### config.mk
export PLATFORM = sky130hd
export DESIGN_NAME = branch_seq_ctrl
export DESIGN_NICKNAME = d
export VERILOG_FILES = /design/src/rtl/branch_seq_ctrl.sv
export SDC_FILE = /design/constraint.sdc
export NUM_CORES = 1
export LEC_CHECK = 0
export BUFFER_PORTS_ARGS = -buffer_cell sky130_fd_sc_hd__buf_2
export CORE_MARGIN = 5
export CORE_UTILIZATION = 33
export DETAILED_ROUTE_END_ITERATION = 10
export PLACE_DENSITY_LB_ADDON = 0.12
export SLEW_MARGIN = 20
export SYNTH_ARGS = -nofsm -noshare
export SYNTH_HDL_FRONTEND = slang
export SYNTH_SLANG_ARGS = --single-unit
### constraint.sdc
create_clock -name clock -period 1.8 [get_ports clock]
set_input_delay 0.36 -clock clock [delete_from_list [all_inputs] [get_ports clock]]
set_output_delay 0.36 -clock clock [all_outputs]
set_load 0.01 [all_outputs]
### src/rtl/branch_seq_ctrl.sv
// branch_seq_ctrl: Moore sequencer for fetch, ldi and conditional-branch microsteps
module branch_seq_ctrl (
  input  logic        clock,
  input  logic        clear,
  input  logic        run,
  input  logic        stop,
  input  logic [31:0] ir,
  input  logic        con_ff,
  output logic        incPC,
  output logic        e_PC,
  output logic        e_IR,
  output logic        e_Y,
  output logic        e_Z,
  output logic        e_MAR,
  output logic        e_MDR,
  output logic        MDR_read,
  output logic        ram_read,
  output logic        e_CON_FF,
  output logic        Gra,
  output logic        Grb,
  output logic        e_Rin,
  output logic        e_Rout,
  output logic        BAout,
  output logic        imm_sel,
  output logic [4:0]  BusDataSelect,
  output logic [3:0]  ALU_op,
  output logic        busy,
  output logic        halted,
  output logic        illegal,
  output logic        instr_done
);
  localparam logic [4:0] PC_OUT  = 5'b10100;
  localparam logic [4:0] MDR_OUT = 5'b10101;
  localparam logic [4:0] ZLO_OUT = 5'b10011;
  localparam logic [4:0] C_OUT   = 5'b11000;
  localparam logic [3:0] ALU_ADD = 4'b0011;
  localparam logic [4:0] OP_LDI  = 5'b01000;
  localparam logic [4:0] OP_BR   = 5'b10010;
  localparam logic [4:0] OP_NOP  = 5'b11010;
  localparam logic [4:0] OP_HALT = 5'b11011;

  // HALT is the entry cycle (pulses instr_done); HALT_W is the parked state after it
  typedef enum logic [3:0] {
    S_IDLE, S_F0, S_F1, S_F2, S_F3, S_DEC,
    S_L3, S_L4, S_L5, S_B3, S_B4, S_B5, S_B6,
    S_END, S_HALT, S_HALT_W
  } state_t;

  state_t state, next_state;
  logic [4:0] op;
  logic legal;
  logic unused_ir;

  assign op = ir[31:27];
  assign legal = (op == OP_LDI) || (op == OP_BR) || (op == OP_NOP) || (op == OP_HALT);
  assign unused_ir = ^ir[26:0];
  assign busy = !(state inside {S_IDLE, S_HALT, S_HALT_W});

  // state register, forced to IDLE asynchronously by clear
  always_ff @(posedge clock or posedge clear)
    if (clear) state <= S_IDLE;
    else state <= next_state;

  // sticky unsupported-opcode flag, raised when DEC sees an unknown opcode
  always_ff @(posedge clock or posedge clear)
    if (clear) illegal <= 1'b0;
    else if (state == S_DEC && !legal) illegal <= 1'b1;

  // next-state sequencing; run only matters in IDLE, stop only in END
  always_comb begin
    next_state = state;
    case (state)
      S_IDLE:   next_state = run ? S_F0 : S_IDLE;
      S_F0:     next_state = S_F1;
      S_F1:     next_state = S_F2;
      S_F2:     next_state = S_F3;
      S_F3:     next_state = S_DEC;
      S_DEC:    next_state = (op == OP_LDI)  ? S_L3 :
                             (op == OP_BR)   ? S_B3 :
                             (op == OP_HALT) ? S_HALT : S_END;
      S_L3:     next_state = S_L4;
      S_L4:     next_state = S_L5;
      S_L5:     next_state = S_END;
      S_B3:     next_state = S_B4;
      S_B4:     next_state = S_B5;
      S_B5:     next_state = S_B6;
      S_B6:     next_state = S_END;
      S_END:    next_state = stop ? S_IDLE : S_F0;
      S_HALT:   next_state = S_HALT_W;
      S_HALT_W: next_state = S_HALT_W;
      default:  next_state = S_IDLE;
    endcase
  end

  // Moore strobe decode; e_PC in B6 follows con_ff so a taken branch loads the target
  always_comb begin
    incPC = 1'b0;
    e_PC = 1'b0;
    e_IR = 1'b0;
    e_Y = 1'b0;
    e_Z = 1'b0;
    e_MAR = 1'b0;
    e_MDR = 1'b0;
    MDR_read = 1'b0;
    ram_read = 1'b0;
    e_CON_FF = 1'b0;
    Gra = 1'b0;
    Grb = 1'b0;
    e_Rin = 1'b0;
    e_Rout = 1'b0;
    BAout = 1'b0;
    imm_sel = 1'b0;
    BusDataSelect = 5'b00000;
    ALU_op = 4'b0000;
    halted = 1'b0;
    instr_done = 1'b0;
    case (state)
      S_F0:     begin BusDataSelect = PC_OUT; e_MAR = 1'b1; incPC = 1'b1; end
      S_F1:     ram_read = 1'b1;
      S_F2:     begin MDR_read = 1'b1; e_MDR = 1'b1; end
      S_F3:     begin BusDataSelect = MDR_OUT; e_IR = 1'b1; end
      S_L3:     begin Grb = 1'b1; BAout = 1'b1; e_Y = 1'b1; end
      S_L4:     begin imm_sel = 1'b1; ALU_op = ALU_ADD; e_Z = 1'b1; end
      S_L5:     begin BusDataSelect = ZLO_OUT; Gra = 1'b1; e_Rin = 1'b1; end
      S_B3:     begin Gra = 1'b1; e_Rout = 1'b1; e_CON_FF = 1'b1; end
      S_B4:     begin BusDataSelect = PC_OUT; e_Y = 1'b1; end
      S_B5:     begin BusDataSelect = C_OUT; imm_sel = 1'b1; ALU_op = ALU_ADD; e_Z = 1'b1; end
      S_B6:     begin BusDataSelect = ZLO_OUT; e_PC = con_ff; end
      S_END:    instr_done = 1'b1;
      S_HALT:   begin halted = 1'b1; instr_done = 1'b1; end
      S_HALT_W: halted = 1'b1;
      default:  ;
    endcase
  end
endmodule

==> results.yml, run 1 <==
outcome:
  outcome: "completed"
logic_synthesis:
  dominant_combinational_cell_family_by_area_after_synthesis: "simple AND/OR/NAND/NOR gates"
  portion_of_netlist_area_occupied_by_mux_cells_pct: 1.91
  basic_gate_share_of_the_synthesized_area_counting_and_or_nand_and_nor_cells_pct: 33.0
  syn_area_um2: 588
  synthesis.area_per_instance_um2: 7.09
  synth_xor_area_share_pct: 1.49
  synth_compound_gate_area_share_pct: 21.5
  syn-instance-count: 83
  ys_seq_elements: 5
  yosys.area_share.adder_pct: 0
  ys_warn_count: 0
  synthDistinctLibCells: 31
  synth_sequential_area_ratio_pct: 21.3
sta:
  setup_violations: 0
  finalSetupTns_ns: 0
  worst_clock_skew_ns: 0.00124
  upper_clock_frequency_limit_mhz: 572
  rsz0062_at_grt: "yes"
  period_minus_slack_ns: 1.75
  report.final.slew_viol_count: 0
  period_share_pct: 97.1
  hold_viol_final: 0
critical_path:
  timing.critical_path.max_delay_family: "flip-flops"
  timing_worst_setup_path_type: "reg -> out"
  worstPathBufferInverterCount: 1
  critical_path_cell_by_cell: "nand2b_2 -> mux2_2 -> o21bai_1 -> buf_2"
  critical_path_required_ns: 1.44
  worst_path_max_delay_cell: "dfrtp_1"
  critical_path.max_stage_delay_ns: 0.38
  startpoint_type: "flip-flop"
  endpoint_kind: "primary output"
  highest_fanout_seen_on_the_critical_path: 5
  worst_ep_arrival_time_ns: 1.39
floorplanning:
  io_pins: 66
  rows: 15
  floorplan.core_area_um2: 1710
  initial_utilization_pct: 34.4
  design.die.area_um2: 2730
  die_h_um: 52.2
  die_width_um: 52.2
clock_network:
  cts_buffers: 3
  total_of_cells_resized_after_clock_tree_synthesis: 2
  cts_root_buf: "clkbuf_4"
  post_cts.repair.setup_buffers: 0
  clock_pin_slew_reported_for_the_worst_setup_and_hold_paths_after_clock_tree_synthesis_ns: 0.04
  clkLatencyLatePin_ns: 0.24
  cts-root-to-sink-buffers: 2
  cts_htree_levels: 1
  cts_hold_buf: 0
  tritoncts: "yes"
  cts.sinks: 5
finish:
  n_antenna_cell: 0
  post-route-cell-area_um2: 810
  fillers: 199
  design.final.nets: 154
  final-seq-area_um2: 126
  multi_input_area_um2: 367
  area_delta_synth_final_pct: 37.7
  drive_gt1_share_pct: 48.3
power:
  power_leakage_nw: 0.434
  report.power.total_mw: 1.41
  vdd_ir_drop_max_mv: 0.594
  power.density_cell_area_nw_per_um2: 1740
placed_design:
  port_buffers: 36
  hpwl_um: 1270
  gp_congestion: 0.723
  placement.cell_area_um2: 759
grt:
  grt.overflow.total: 0
  grt_max_degree: 15
  track_usage_pct: 12.2
  grt_pass1_wl_um: 2480
  antenna_found_initial: 0
  first_global_vias: 599
drt:
  wl_um: 1590
  drcViolationCount: 0
  routed_wire_length_per_instance_um: 11.3
  drt.antenna.violating_nets: 0
  via_count: 677
  drt_via_density: 4.80
  detail_route.iter0.violations: 8
  firstDrtPassIters: 4
run:
  timing.max_cap.violations: 0
min_path:
  timing.hold.worst.class: "in -> async"
cells by family after synthesis:
group	count (synthesis)
other	1
AND/OR/NAND/NOR	36
multiplexers	1
flip-flops	5
XOR/XNOR	1
AO/OA/AOI/OAI	19
buffers and inverters	20
layer usage:
metal  share of wire [%]  routed length [um]  track usage (%)
met5                   0                   0                0
met4                0.63                  10             7.66
met3                 8.6                 137             2.56
met2                  49                 776             21.8
met1                  42                 666             12.8
per-stage QoR:
stage / std cells / worst slack (ns) / hold WS, ns / util [%]
final: 141 / 0.0521 / 0.00319 / 47.4
after global routing: 141 / -0.0226 / 0.0231 / 47.4
after CTS: 141 / 0.00631 / 0.0000801 / 46.2
after detailed placement: 137 / 0.247 / 0.263 / 44.5
after global placement: 137 / 0.250 / 0.262 / 44.5
after floorplan: 84 / 0.156 / 0.139 / -
cells in the mapped netlist (all sizes together):
| library cell | n | area, um2 |
|---|---|---|
| buf | 15 | 100 |
| nor2 | 8 | 30.0 |
| a21oi | 7 | 35.0 |
| nor3 | 7 | 35.0 |
| dfrtp | 5 | 125 |
| nand2 | 5 | 18.8 |
| nand2b | 5 | 31.3 |
| inv | 4 | 15.0 |
| nand3 | 2 | 10.0 |
| nand3b | 2 | 15.0 |
| nor2b | 2 | 12.5 |
| o21ai | 2 | 10.0 |
| o21bai | 2 | 15.0 |
| a2111oi | 1 | 8.76 |
| a211oi | 1 | 12.5 |
| a21boi | 1 | 7.51 |
| a21o | 1 | 7.51 |
| and2 | 1 | 6.26 |
| and4 | 1 | 8.76 |
| clkbuf | 1 | 3.75 |
| conb | 1 | 3.75 |
| mux2 | 1 | 11.3 |
| nand4b | 1 | 8.76 |
| o211ai | 1 | 7.51 |
| o22ai | 1 | 6.26 |
| o311ai | 1 | 8.76 |
| o31ai | 1 | 7.51 |
| or2 | 1 | 6.26 |
| or3 | 1 | 11.3 |
| xor2 | 1 | 8.76 |
final timing paths:
path	startpoint	depth (start not counted)	slack, ns	to
worst max register to register	state[3]$_DFF_PP0_	4	0.48	state[2]$_DFF_PP0_
worst max-delay path	state[1]$_DFF_PP0_	4	0.05	BusDataSelect[2]
min in group clock	stop	4	0.43	state[0]$_DFF_PP0_
worst min register to register	illegal$_DFFE_PP0P_	2	0.49	illegal$_DFFE_PP0P_
max in group asynchronous	clear	2	1.61	state[0]$_DFF_PP0_
worst min-delay path	clear	2	0.003	illegal$_DFFE_PP0P_
cells in the final DEF, fill, tap and decap left out, types with 3 or more instances in the layout:
cell      netlist  layout
buf_2           5      36
a21oi_1         7       6
dfrtp_1         5       4
inv_1           4       4
nor3_1          7       6
clkbuf_4        0       3
nand2b_1        5       3
nor2_1          8       8
nand2_1         5       5
buf_4          10       7
state kept, by name, indices dropped and copies added (netlist names):
name,cells
illegal,1
state,4
report_power, final:
group | total, mW | leakage [nW] | switching (mW) | internal, mW
combinational | 1.05 | 0.366 | 0.580 | 0.469
sequential | 0.231 | 0.0533 | 0.0681 | 0.163
clock | 0.132 | 0.0150 | 0.0484 | 0.0840
total | 1.41 | 0.434 | 0.697 | 0.716
layout make-up:
| class | instances | area share [%] |
|---|---|---|
| clock buffer | 4 | 3.25 |
| inverter | 4 | 1.85 |
| multi-input combinational | 59 | 45.3 |
| sequential | 5 | 15.6 |
| tap | 25 | 3.86 |
| timing repair buffer | 44 | 30.1 |
Note: power is estimated with default switching activity, not from simulation.
==> run 2, diff against run 1 <==
--- a/config.mk
+++ b/config.mk
@@ -10,6 +10,7 @@
 export CORE_UTILIZATION = 33
 export DETAILED_ROUTE_END_ITERATION = 10
 export PLACE_DENSITY_LB_ADDON = 0.12
+export REMOVE_ABC_BUFFERS = 1
 export SLEW_MARGIN = 20
 export SYNTH_ARGS = -nofsm -noshare
 export SYNTH_HDL_FRONTEND = slang
==> run 2 against run 1 <==
- register-to-register slack about the same
- critical path depth unchanged
- clock power hardly changed
- cell count grew 0.71%
- fmax increased by 1.6%
- combinational power hardly changed
- highest routed layer is now met3
==> results.yml, run 2 (synthesized netlist as in run 1, its figures left out) <==
grt:
  antenna_found_initial: 0
  grt_pass1_wl_um: 2430
  grt_max_degree: 17
  track_usage_pct: 11.8
  grt.overflow.total: 0
  first_global_vias: 573
finish:
  fin_cells: 142
  post-route-cell-area_um2: 826
  mostFrequentLayoutCells: "36 x buf_2, 8 x buf_4, 7 x nor2_1"
  largest_reg_flops: 4
  drive_gt1_share_pct: 50.4
  fillers: 178
  n_antenna_cell: 0
  final_common_cell: "buf_2"
  design.final.nets: 155
  area_delta_synth_final_pct: 40.4
  max_flop_register: "state"
  largest_registers: "state (4), illegal (1)"
placed_design:
  place_inst: 135
  hpwl_um: 1210
  gp_congestion: 0.765
  placement.cell_area_um2: 744
  port_buffers: 36
critical_path:
  timing_worst_setup_path_type: "reg -> out"
  startpoint_type: "flip-flop"
  worstPathBufferInverterCount: 1
  timing.critical_path.max_delay_family: "flip-flops"
  worst_path_max_delay_cell: "dfrtp_2"
  worst_ep_arrival_time_ns: 1.36
  endpoint_kind: "primary output"
  highest_fanout_seen_on_the_critical_path: 4
  critical_path_required_ns: 1.44
  critical_path_cell_by_cell: "nand2b_1 -> mux2_2 -> o21bai_1 -> buf_2"
  critical_path.max_stage_delay_ns: 0.44
drt:
  wl_um: 1570
  detail_route.iter0.violations: 1
  routed_wire_length_per_instance_um: 11.0
  drcViolationCount: 0
  drt_via_density: 4.58
  via_count: 651
  drt.antenna.violating_nets: 0
  firstDrtPassIters: 2
sta:
  upper_clock_frequency_limit_mhz: 581
  period_minus_slack_ns: 1.72
  finalSetupTns_ns: 0
  report.final.slew_viol_count: 0
  worst_clock_skew_ns: 0.00444
  setup_violations: 0
  hold_viol_final: 0
  period_share_pct: 95.6
power:
  vdd_ir_drop_max_mv: 0.806
  p_switching_mw: 0.696
  internal_power_mw: 0.727
  pwr-share-seq_pct: 16.8
  power_leakage_nw: 0.440
  switching_share_pct: 48.9
  power.clock.fraction_pct: 9.3
  pwr-share-comb_pct: 74.0
  power.density_cell_area_nw_per_um2: 1720
floorplanning:
  io_pins: 66
  die_h_um: 52.2
  initial_utilization_pct: 34.4
  design.die.area_um2: 2730
  rows: 15
  floorplan.core_area_um2: 1710
  die_width_um: 52.2
run:
  timing.max_cap.violations: 0
clock_network:
  cts.sinks: 5
  clock_pin_slew_reported_for_the_worst_setup_and_hold_paths_after_clock_tree_synthesis_ns: 0.05
  clkLatencyLatePin_ns: 0.24
  cts_buffers: 3
  cts-root-to-sink-buffers: 2
  tritoncts: "yes"
  cts_htree_levels: 1
  cts_root_buf: "clkbuf_4"
min_path:
  timing.hold.worst.class: "in -> reg"
outcome:
  outcome: "completed"
-- run 2: cell count changes in the layout (fill, tap and decap cells not counted), sizes merged --
cell / change
dlygate4sd3: +1
-- run 2: tightest hold or removal path, stage by stage --
cell and delay (ns):
buf_2 0.08, nand4b_1 0.08, nand2_1 0.07, a2111oi_0 0.05
-- run 2: final timing paths --
check / to / depth (start not counted) / start / slack (ns)
worst min register to register: illegal$_DFFE_PP0P_ / 2 / illegal$_DFFE_PP0P_ / 0.47
worst max-delay path: BusDataSelect[2] / 4 / state[0]$_DFF_PP0_ / 0.08
worst max register to register: state[2]$_DFF_PP0_ / 4 / state[3]$_DFF_PP0_ / 0.47
max in group asynchronous: state[3]$_DFF_PP0_ / 3 / clear / 1.07
min in group asynchronous: state[0]$_DFF_PP0_ / 3 / clear / 0.55
worst min-delay path: state[0]$_DFF_PP0_ / 4 / stop / 0.43
-- run 2: timing repair --
item | 4_1_cts | 5_1_grt
hold buffers | 1 | 0
gates resized for setup | 1 | 8
setup buffers | 0 | 2
endpoints found under the hold margin | 3 | 0
pin swaps | 0 | 0
setup endpoints to repair | 1 | 9
-- run 2: stage by stage --
step                      setup WS, ns  power, mW  hold slack, ns  util, %
after floorplan                -0.0213      0.787           0.139        -
after global placement           0.253       1.20           0.253     43.6
after detailed placement         0.275       1.20           0.262     43.6
after CTS                      0.00901       1.34           0.435     45.8
after global routing          -0.00307       1.57           0.447     48.4
final                           0.0797       1.42           0.433     48.4
-- run 2: power by group through the flow --
stage | Sequential, mW | Clock, mW | Combinational (mW)
final | 0.238 | 0.132 | 1.05
after global routing | 0.254 | 0.149 | 1.17
after CTS | 0.235 | 0.137 | 0.972
after detailed placement | 0.229 | 0 | 0.971
after global placement | 0.235 | 0 | 0.970
after floorplan | 0.293 | 0 | 0.494
-- run 2: layer usage --
layer	part of all wire, %	wire length [um]	vias up	GRT usage (%)
li1	-	-	340	-
met1	47	741	284	16.0
met2	45	699	27	18.2
met3	8.1	127	0	3.13
met4	0	0	0	3.83
met5	0	0	-	0
-- run 2: area by class of cell --
| cell class | count | area, um2 | share of cell area [%] |
|---|---|---|---|
| multi-input cells | 59 | 374 | 45.3 |
| flip-flops and latches | 5 | 129 | 15.6 |
| inverters | 4 | 15.0 | 1.82 |
| repair buffers | 45 | 250 | 30.3 |
| clock buffers | 4 | 26.3 | 3.18 |
| well taps | 25 | 31.3 | 3.79 |
